--- config.mk ---
export PLATFORM = sky130hd
export DESIGN_NAME = btn_debounce_pulse
export DESIGN_NICKNAME = d
export VERILOG_FILES = /design/src/rtl/btn_debounce_pulse.sv
export SDC_FILE = /design/constraint.sdc
export NUM_CORES = 1
export LEC_CHECK = 0
export BUFFER_PORTS_ARGS = -buffer_cell sky130_fd_sc_hd__clkbuf_2
export CAP_MARGIN = 5
export CORE_MARGIN = 3
export CORE_UTILIZATION = 40
export DETAILED_ROUTE_END_ITERATION = 10
export GPL_TIMING_DRIVEN = 0
export PLACE_DENSITY_LB_ADDON = 0.15
export REMOVE_ABC_BUFFERS = 1
export SLEW_MARGIN = 5
export SYNTH_ARGS = -nofsm -noshare
export SYNTH_HDL_FRONTEND = slang
export SYNTH_SLANG_ARGS = --single-unit
--- constraint.sdc ---
create_clock -name clk -period 2.9 [get_ports clk]
set_clock_uncertainty 0.15 [all_clocks]
set_input_delay 0 -clock clk [delete_from_list [all_inputs] [get_ports clk]]
set_output_delay 0 -clock clk [all_outputs]
set_load 0.01 [all_outputs]
--- src/rtl/btn_debounce_pulse.sv ---
// Push-button conditioner: 2-FF synchronizer, debounce FSM, press/release pulses and level.
// Define BTN_AUTOREPEAT_EN to add auto-repeat btn_pressed pulses while the button is held.
module btn_debounce_pulse #(
  parameter int DEBOUNCE_CYCLES = 1_000_000,
  parameter int REPEAT_DELAY    = 50_000_000,
  parameter int REPEAT_PERIOD   = 20_000_000,
  parameter int CNT_W           = 26
) (
  input  logic clk,
  input  logic reset,
  input  logic btn_raw,
  output logic btn_pressed,
  output logic btn_released,
  output logic btn_level
);

  typedef enum logic [1:0] {IDLE, PRESS_WAIT, HELD, RELEASE_WAIT} state_t;

  localparam logic [CNT_W-1:0] DB_LAST = CNT_W'(DEBOUNCE_CYCLES - 1);

  // Reject configurations the counters cannot represent.
  if (DEBOUNCE_CYCLES < 2 || REPEAT_DELAY < 1 || REPEAT_PERIOD < 1 ||
      DEBOUNCE_CYCLES - 1 >= 2**CNT_W || REPEAT_DELAY - 1 >= 2**CNT_W ||
      REPEAT_PERIOD - 1 >= 2**CNT_W) begin : g_bad_param
    $error("btn_debounce_pulse: invalid parameter set");
  end

  logic             sync_ff1_reg, sync_reg;
  state_t           state_reg, state_next;
  logic [CNT_W-1:0] cnt_reg, cnt_next;
  logic             pressed_reg, pressed_next, press_edge;
  logic             released_reg, released_next;
  logic             level_reg, level_next;

  always_ff @(posedge clk) begin
    if (reset) begin
      sync_ff1_reg <= 1'b0;
      sync_reg     <= 1'b0;
      state_reg    <= IDLE;
      cnt_reg      <= '0;
      pressed_reg  <= 1'b0;
      released_reg <= 1'b0;
      level_reg    <= 1'b0;
    end else begin
      sync_ff1_reg <= btn_raw;
      sync_reg     <= sync_ff1_reg;
      state_reg    <= state_next;
      cnt_reg      <= cnt_next;
      pressed_reg  <= pressed_next;
      released_reg <= released_next;
      level_reg    <= level_next;
    end
  end

  always_comb begin
    state_next    = state_reg;
    cnt_next      = '0;
    press_edge    = 1'b0;
    released_next = 1'b0;
    level_next    = level_reg;
    unique case (state_reg)
      IDLE: begin
        if (sync_reg) state_next = PRESS_WAIT;
      end
      PRESS_WAIT: begin
        if (!sync_reg) begin
          state_next = IDLE;
        end else if (cnt_reg == DB_LAST) begin
          state_next = HELD;
          press_edge = 1'b1;
          level_next = 1'b1;
        end else begin
          cnt_next = cnt_reg + 1'b1;
        end
      end
      HELD: begin
        if (!sync_reg) state_next = RELEASE_WAIT;
      end
      RELEASE_WAIT: begin
        if (sync_reg) begin
          state_next = HELD;
        end else if (cnt_reg == DB_LAST) begin
          state_next    = IDLE;
          released_next = 1'b1;
          level_next    = 1'b0;
        end else begin
          cnt_next = cnt_reg + 1'b1;
        end
      end
      default: state_next = IDLE;
    endcase
  end

`ifdef BTN_AUTOREPEAT_EN
  localparam logic [CNT_W-1:0] RD_LAST = CNT_W'(REPEAT_DELAY - 1);
  localparam logic [CNT_W-1:0] RP_LAST = CNT_W'(REPEAT_PERIOD - 1);

  // rep_first_reg selects the initial delay until the first repeat has fired.
  logic [CNT_W-1:0] rep_cnt_reg, rep_cnt_next;
  logic             rep_first_reg, rep_first_next;
  logic             rep_fire;

  always_ff @(posedge clk) begin
    if (reset) begin
      rep_cnt_reg   <= '0;
      rep_first_reg <= 1'b1;
    end else begin
      rep_cnt_reg   <= rep_cnt_next;
      rep_first_reg <= rep_first_next;
    end
  end

  always_comb begin
    rep_cnt_next   = rep_cnt_reg;
    rep_first_next = rep_first_reg;
    rep_fire       = 1'b0;
    if (state_next == IDLE) begin
      rep_cnt_next   = '0;
      rep_first_next = 1'b1;
    end else if (state_reg == HELD && sync_reg) begin
      if (rep_cnt_reg == (rep_first_reg ? RD_LAST : RP_LAST)) begin
        rep_fire       = 1'b1;
        rep_cnt_next   = '0;
        rep_first_next = 1'b0;
      end else begin
        rep_cnt_next = rep_cnt_reg + 1'b1;
      end
    end
  end

  assign pressed_next = press_edge | rep_fire;
`else
  assign pressed_next = press_edge;
`endif

  assign btn_pressed  = pressed_reg;
  assign btn_released = released_reg;
  assign btn_level    = level_reg;

endmodule
==> results of run 1 <==
cell type report:
cell class / count / area, sq um
multi-input combinational: 123 / 757.0
clock buffer: 7 / 55.05
tap: 46 / 57.56
inverter: 7 / 26.28
timing repair buffer: 9 / 66.31
fill: 348 / 1793
sequential: 33 / 660.6
placed cells by master (no fill, tap or decap), types with 4 or more instances in the layout:
cell type	netlist	routed
nand2_1	7	7
a21oi_1	13	13
or4_1	9	9
xor2_1	8	8
o21ai_0	10	10
nand3_1	11	11
clkbuf_2	0	5
dfxtp_1	33	33
o31ai_1	5	5
xnor2_1	4	4
inv_1	7	7
and3_1	5	5
nor2_1	16	16
nand4_1	8	8
or3_1	8	8
clkbuf_4	0	5
worst max-delay path: stages (launching register included):
cell	delay, ns
dfxtp_1	0.37
nor4_1	0.39
nand4_1	0.39
o31ai_4	0.69
buf_6	0.24
a21oi_1	0.05
how the worst max path moves through the flow:
stage,slack [ns],start,to
CTS,0.51,cnt_reg[11],cnt_reg[6]
finish,0.51,cnt_reg[11],cnt_reg[23]
global placement,-0.11,cnt_reg[11],cnt_reg[20]
global route,0.39,cnt_reg[11],cnt_reg[23]
detailed placement,0.52,cnt_reg[12],cnt_reg[23]
floorplan,0.57,cnt_reg[7],cnt_reg[20]
power by group:
part	internal (uW)	switching, uW	leakage [uW]
Clock	114	151	0.0000314
Combinational	6.92	5.01	0.000188
Sequential	456	1.85	0.000266
Total	577	158	0.000486
cells by family after synthesis:
kind of cell / Yosys count
flip-flops: 33
AO/OA/AOI/OAI: 31
buffers and inverters: 12
XOR/XNOR: 12
AND/OR/NAND/NOR: 79
adder cells (fa/ha/maj): 1
metrics by stage:
stage          worst slack, ns    util  TNS [ns]
6_report                0.5111  0.4751         0
5_1_grt                 0.3857  0.4751         0
4_1_cts                 0.5061  0.4751         0
3_5_place_dp            0.5172  0.4502         0
3_3_place_gp           -0.1085  0.4443    -1.034
2_1_floorplan           0.5666       -         0
per-layer routing:
| layer | vias to the layer above | share of wire | GRT usage |
|---|---|---|---|
| li1 | 637 | - | - |
| met1 | 595 | 0.49 | 0.1935 |
| met2 | 19 | 0.45 | 0.2305 |
| met3 | 6 | 0.033 | 0.04082 |
| met4 | 0 | 0.021 | 0.07614 |
| met5 | - | 0 | 0 |
timing repair:
action,CTS,global route
hold endpoints to repair,5,0
hold buffers,3,0
gates resized for setup,0,0
==> metrics.txt, run 1 <==
final instance area 0.001623 sq mm; min cycle time layout 2.389 ns; Starting DRT DRC Count 57; worst r2r src cnt_reg[11]; Ys Warns 0; area grow syn2layout 11.24%; Non-Filler Instances 225; max_slew headroom 0.5900; outcome finished clean; max-slew violations 0; max-cap violations 0; distinct cell type count after synthesis 28; routability cong. 0.7636; postcts setup bufs 0; Final period util 0.8238; Async SR Flop Fraction 0; mux contribution to synthesized area 0; first-pass GRT wire length 5016 microns; Placed Area 0.001538 sq mm; clock slew at reported path FFs 0.10 ns; post-synthesis compound-gate area fraction 0.1235; Core Area 0.003416 sq mm; I/O pin cnt 6; Min Hold Slack 0.2932 ns; CP arrival 2.47 ns; Antenna Diode Count 0; Leak 0.0004858 uW; worst reg-to-reg path cell count 5; Synth Cell Area 0.001459 sq mm; cell types occupying the most area after synthesis dfxtp_1, xor2_1, or4_1; worst-margin pin slew 0.6150 ns; worst-skew pair later-pin latency 0.34 ns; final HPWL from detailed placement 2091 microns; Setup CP Type reg2reg; htree depth 2; Fmax achieved 418.6 MHz; number of port buffers 5; power per cell area 452.7 mW/mm^2; CTS max path bufs 2; post-synth top area share 0.4528; Post-Syn Area per Cell 8.684 sq um; Inserted Clock Buffers 5; Final Hold Viols 0; startpoint types flop; Largest register FFs 26; number of cells in the design after placement 215; Num Clock Sinks 33; Commonest cells post-synth dfxtp_1, nor2_1, a21oi_1; worst vdd ir 0.0003885 V; main combinational cell family by area after synthesis simple AND/OR/NAND/NOR gates; wirelength, routed 3008 microns; vias per cell 5.587; GR Overflow Total 0; adder-cell share of the synthesized area 0.008576; DR DRC count 0; Rows 21; Worst Hold End btn_level; number of enable flip-flop cells after synthesis 0; post-route total power 734.7 uW; # setup viols final 0; most frequent cell after synthesis dfxtp_1; Critical R2R Capture cnt_reg[23]; Syn Inst Count 168; Synth Area in XOR/XNOR 0.07204; layout cell share with drive strength beyond 1 0.07821; flop2flop setup slack 0.51 ns; worst hold path startpoint reset; Seq/Total Area, Yosys 0.4528; initial core utilization 0.4271; Total GRT Usage 0.1509; Die Height 66.39 microns; crit end category flop; Antenna Nets Post-Route 0; DR WL/cell 13.37 microns; TritonRoute pass-1 iters 4; full die area 0.004408 sq mm; largest net degree at the start of global routing 16; root buf cell clkbuf_4; number of global-route vias before repair 1121; RSZ-0062 raised after global routing no; worst hold stages 3; Max FO, Critical Path 14; DR vias 1257; Yosys top cell by area dfxtp_1; Top FF cell, synth dfxtp_1; initial antenna violation count 0; Critical Path RT 2.98 ns; simple-gate share of the synthesized area 0.3087; CTS tree done; FF+latch count, synth 33; NumNets Final 183; Die W 66.39 microns; Hold Path Class in2reg
Note: power is estimated with default switching activity, not from simulation.
==> run 2, diff against run 1 <==
--- a/config.mk
+++ b/config.mk
@@ -5,6 +5,7 @@
 export SDC_FILE = /design/constraint.sdc
 export NUM_CORES = 1
 export LEC_CHECK = 0
+export ABC_AREA = 1
 export BUFFER_PORTS_ARGS = -buffer_cell sky130_fd_sc_hd__clkbuf_2
 export CAP_MARGIN = 5
 export CORE_MARGIN = 3
==> constraint.sdc (replaced) <==
create_clock -name clk -period 2 [get_ports clk]
set_clock_uncertainty 0.15 [all_clocks]
set_input_delay 0 -clock clk [delete_from_list [all_inputs] [get_ports clk]]
set_output_delay 0 -clock clk [all_outputs]
set_load 0.01 [all_outputs]
==> run 2 against run 1 <==
  * Final cell count increased by 42%
  * Flip-flop and latch count unchanged
  * Highest routed layer unchanged
  * Worst hold slack worse by 0.024 ns
  * Maximum frequency is 34% higher
  * Largest cell class unchanged
  * Largest power group unchanged
==> metrics.txt, run 2 <==
routability cong. 0.8705; max-cap violations 0; Top FF cell, synth dfxtp_1; max_slew headroom 0.7871; crit end category flop; Rows 23; Final period util 0.8931; Syn Inst Count 257; full die area 0.005199 sq mm; Antenna Diode Count 0; postcts setup bufs 0; GR Overflow Total 0; post-synth top area share 0.3780; Num Clock Sinks 33; worst-margin pin slew 0.3182 ns; Critical R2R Capture cnt_reg[24]; DR vias 1546; cell types occupying the most area after synthesis dfxtp_1, nor2_1, nand2_1; flop2flop setup slack 0.21 ns; CTS max path bufs 2; root buf cell clkbuf_8; Ys Warns 0; Die Height 72.11 microns; DR DRC count 0; Placed Area 0.001817 sq mm; Yosys top cell by area dfxtp_1; outcome finished clean; post-synthesis compound-gate area fraction 0.04366; clock slew at reported path FFs 0.07 ns; Synth Cell Area 0.001748 sq mm; FF+latch count, synth 33; Max FO, Critical Path 15; most frequent cell after synthesis nor2_1; commonest non-fill, non-tap cells in the layout nor2_1, nand2_1, dfxtp_1, inv_1, nand3_1; power per cell area 687.0 mW/mm^2; number of port buffers 5; Worst Setup EP cnt_reg[24]; startpoint types flop; Inserted Clock Buffers 5; final instance area 0.001954 sq mm; Top delay family on crit path simple AND/OR/NAND/NOR gates; commonest non-fill, non-tap cell in the layout nor2_1; number of cells in the design after placement 310; first-pass GRT wire length 6382 microns; number of enable flip-flop cells after synthesis 0; slowest CP cell dfxtp_2; initial core utilization 0.4247; vias per cell 4.831; CP max stage delay 0.38 ns; TritonRoute pass-1 iters 4; Critical Path Stages 8; Fmax achieved 559.8 MHz; final HPWL from detailed placement 2762 microns; Seq/Total Area, Yosys 0.3780; max-slew violations 0; setup slack at placement 0.1637 ns; Hold Path Class reg2reg; mux contribution to synthesized area 0; crit-path cells ha_1 > nand3_1 > nor2_2 > nand2_2 > nand3_4 > inv_2 > nand2_1 > nor2_1; worst reg-to-reg path cell count 8; layout cell share with drive strength beyond 1 0.1148; Antenna Nets Post-Route 0; post-route total power 1343 uW; Setup CP Type reg2reg; Synth Area in XOR/XNOR 0.04510; DR WL/cell 11.43 microns; number of global-route vias before repair 1419; Setup TNS 0 ns; initial antenna violation count 0; Storage cell area 661.9 sq um; NumNets Final 273; distinct cell type count after synthesis 25; Commonest cells post-synth nor2_1, nand2_1, dfxtp_1; Async SR Flop Fraction 0; Leak 0.0007075 uW; htree depth 2; RSZ-0062 raised after global routing no; Critical Path RT 2.04 ns; I/O pin cnt 6; CP startpoint cnt_reg[0]; CP arrival 1.82 ns; Non-Filler Instances 320; worst vdd ir 0.0003421 V; worst-skew pair later-pin latency 0.29 ns; min cycle time layout 1.786 ns; # setup viols final 0; area grow syn2layout 11.81%; CTS tree done; buffers plus inverters on the worst setup path 1; Core Area 0.004115 sq mm; simple-gate share of the synthesized area 0.4445; largest net degree at the start of global routing 16; worst r2r src cnt_reg[0]; Die W 72.11 microns; main combinational cell family by area after synthesis simple AND/OR/NAND/NOR gates; Starting DRT DRC Count 65; Total GRT Usage 0.1581; fillers 422; Final Hold Viols 0; Worst Slack Setup Final 0.2138 ns; area of the multi-input gates 944.7 sq um; Post-Syn Area per Cell 6.801 sq um; adder-cell share of the synthesized area 0.007158; wirelength, routed 3659 microns; Largest register FFs 26
run 2: cell types whose count changed in the layout (fill, tap and decap cells not counted), sizes merged, moves of 4 or more:
cell	delta
nand2	+46
and3	-5
o31ai	-6
nor2	+58
nor3	+4
o21ai	-5
or3	-8
a21oi	-6
or4	-9
inv	+26
nand3	+9
run 2: area by class of cell:
class | instances | area share
Timing Repair Buffer | 7 | 0.02305
Tap cell | 50 | 0.03201
Sequential cell | 33 | 0.3387
Clock inverter | 1 | 0.01536
Clock buffer | 7 | 0.04417
Inverter | 33 | 0.06338
Multi-Input combinational cell | 189 | 0.4834
run 2: worst min-delay path: stages (launching register included):
cell and delay (ns):
dfxtp_1 0.31, inv_1 0.05, nor2_1 0.03
run 2: where the power goes:
group          leakage (uW)  internal [uW]  total [uW]  switching [uW]
sequential         0.000267            662         666            3.70
combinational      0.000382           9.76        22.9            13.2
clock             0.0000585            406         654             248
run 2: worst min-delay path by stage:
| stage | from | endpoint | slack (ns) | cells past startpoint |
|---|---|---|---|---|
| floorplan | reset | sync_ff1_reg | -0.08 | 1 |
| global placement | reset | sync_ff1_reg | 0.04 | 2 |
| detailed placement | reset | sync_reg | 0.04 | 2 |
| CTS | sync_ff1_reg | sync_reg | 0.26 | 2 |
| global route | sync_ff1_reg | sync_reg | 0.28 | 2 |
| finish | sync_ff1_reg | sync_reg | 0.27 | 2 |
run 2: cell families after synthesis:
| family | after synthesis |
|---|---|
| simple gates | 165 |
| buf+inv | 35 |
| flops | 33 |
| compound gates | 14 |
| xor+xnor | 9 |
| fa+ha+maj | 1 |
run 2: routing by layer:
layer | vias up | GRT usage | wire (microns)
met4 | 0 | 0.08351 | 77
met5 | - | 0 | 0
met2 | 29 | 0.2427 | 1594
met3 | 7 | 0.03324 | 155
li1 | 833 | - | -
met1 | 677 | 0.2075 | 1832
run 2: metrics by stage:
step                  util  hold WS [ns]
floorplan                -      -0.07882
global placement    0.4415       0.04219
detailed placement  0.4415       0.04055
CTS                 0.4746        0.2558
global route        0.4749        0.2787
finish              0.4749        0.2692
run 2: repair_timing:
item | 4_1_cts | 5_1_grt
endpoints found under the hold margin | 5 | 0
endpoints found under the setup margin | 0 | 12
hold buffers | 2 | 0
resized for setup | 0 | 1
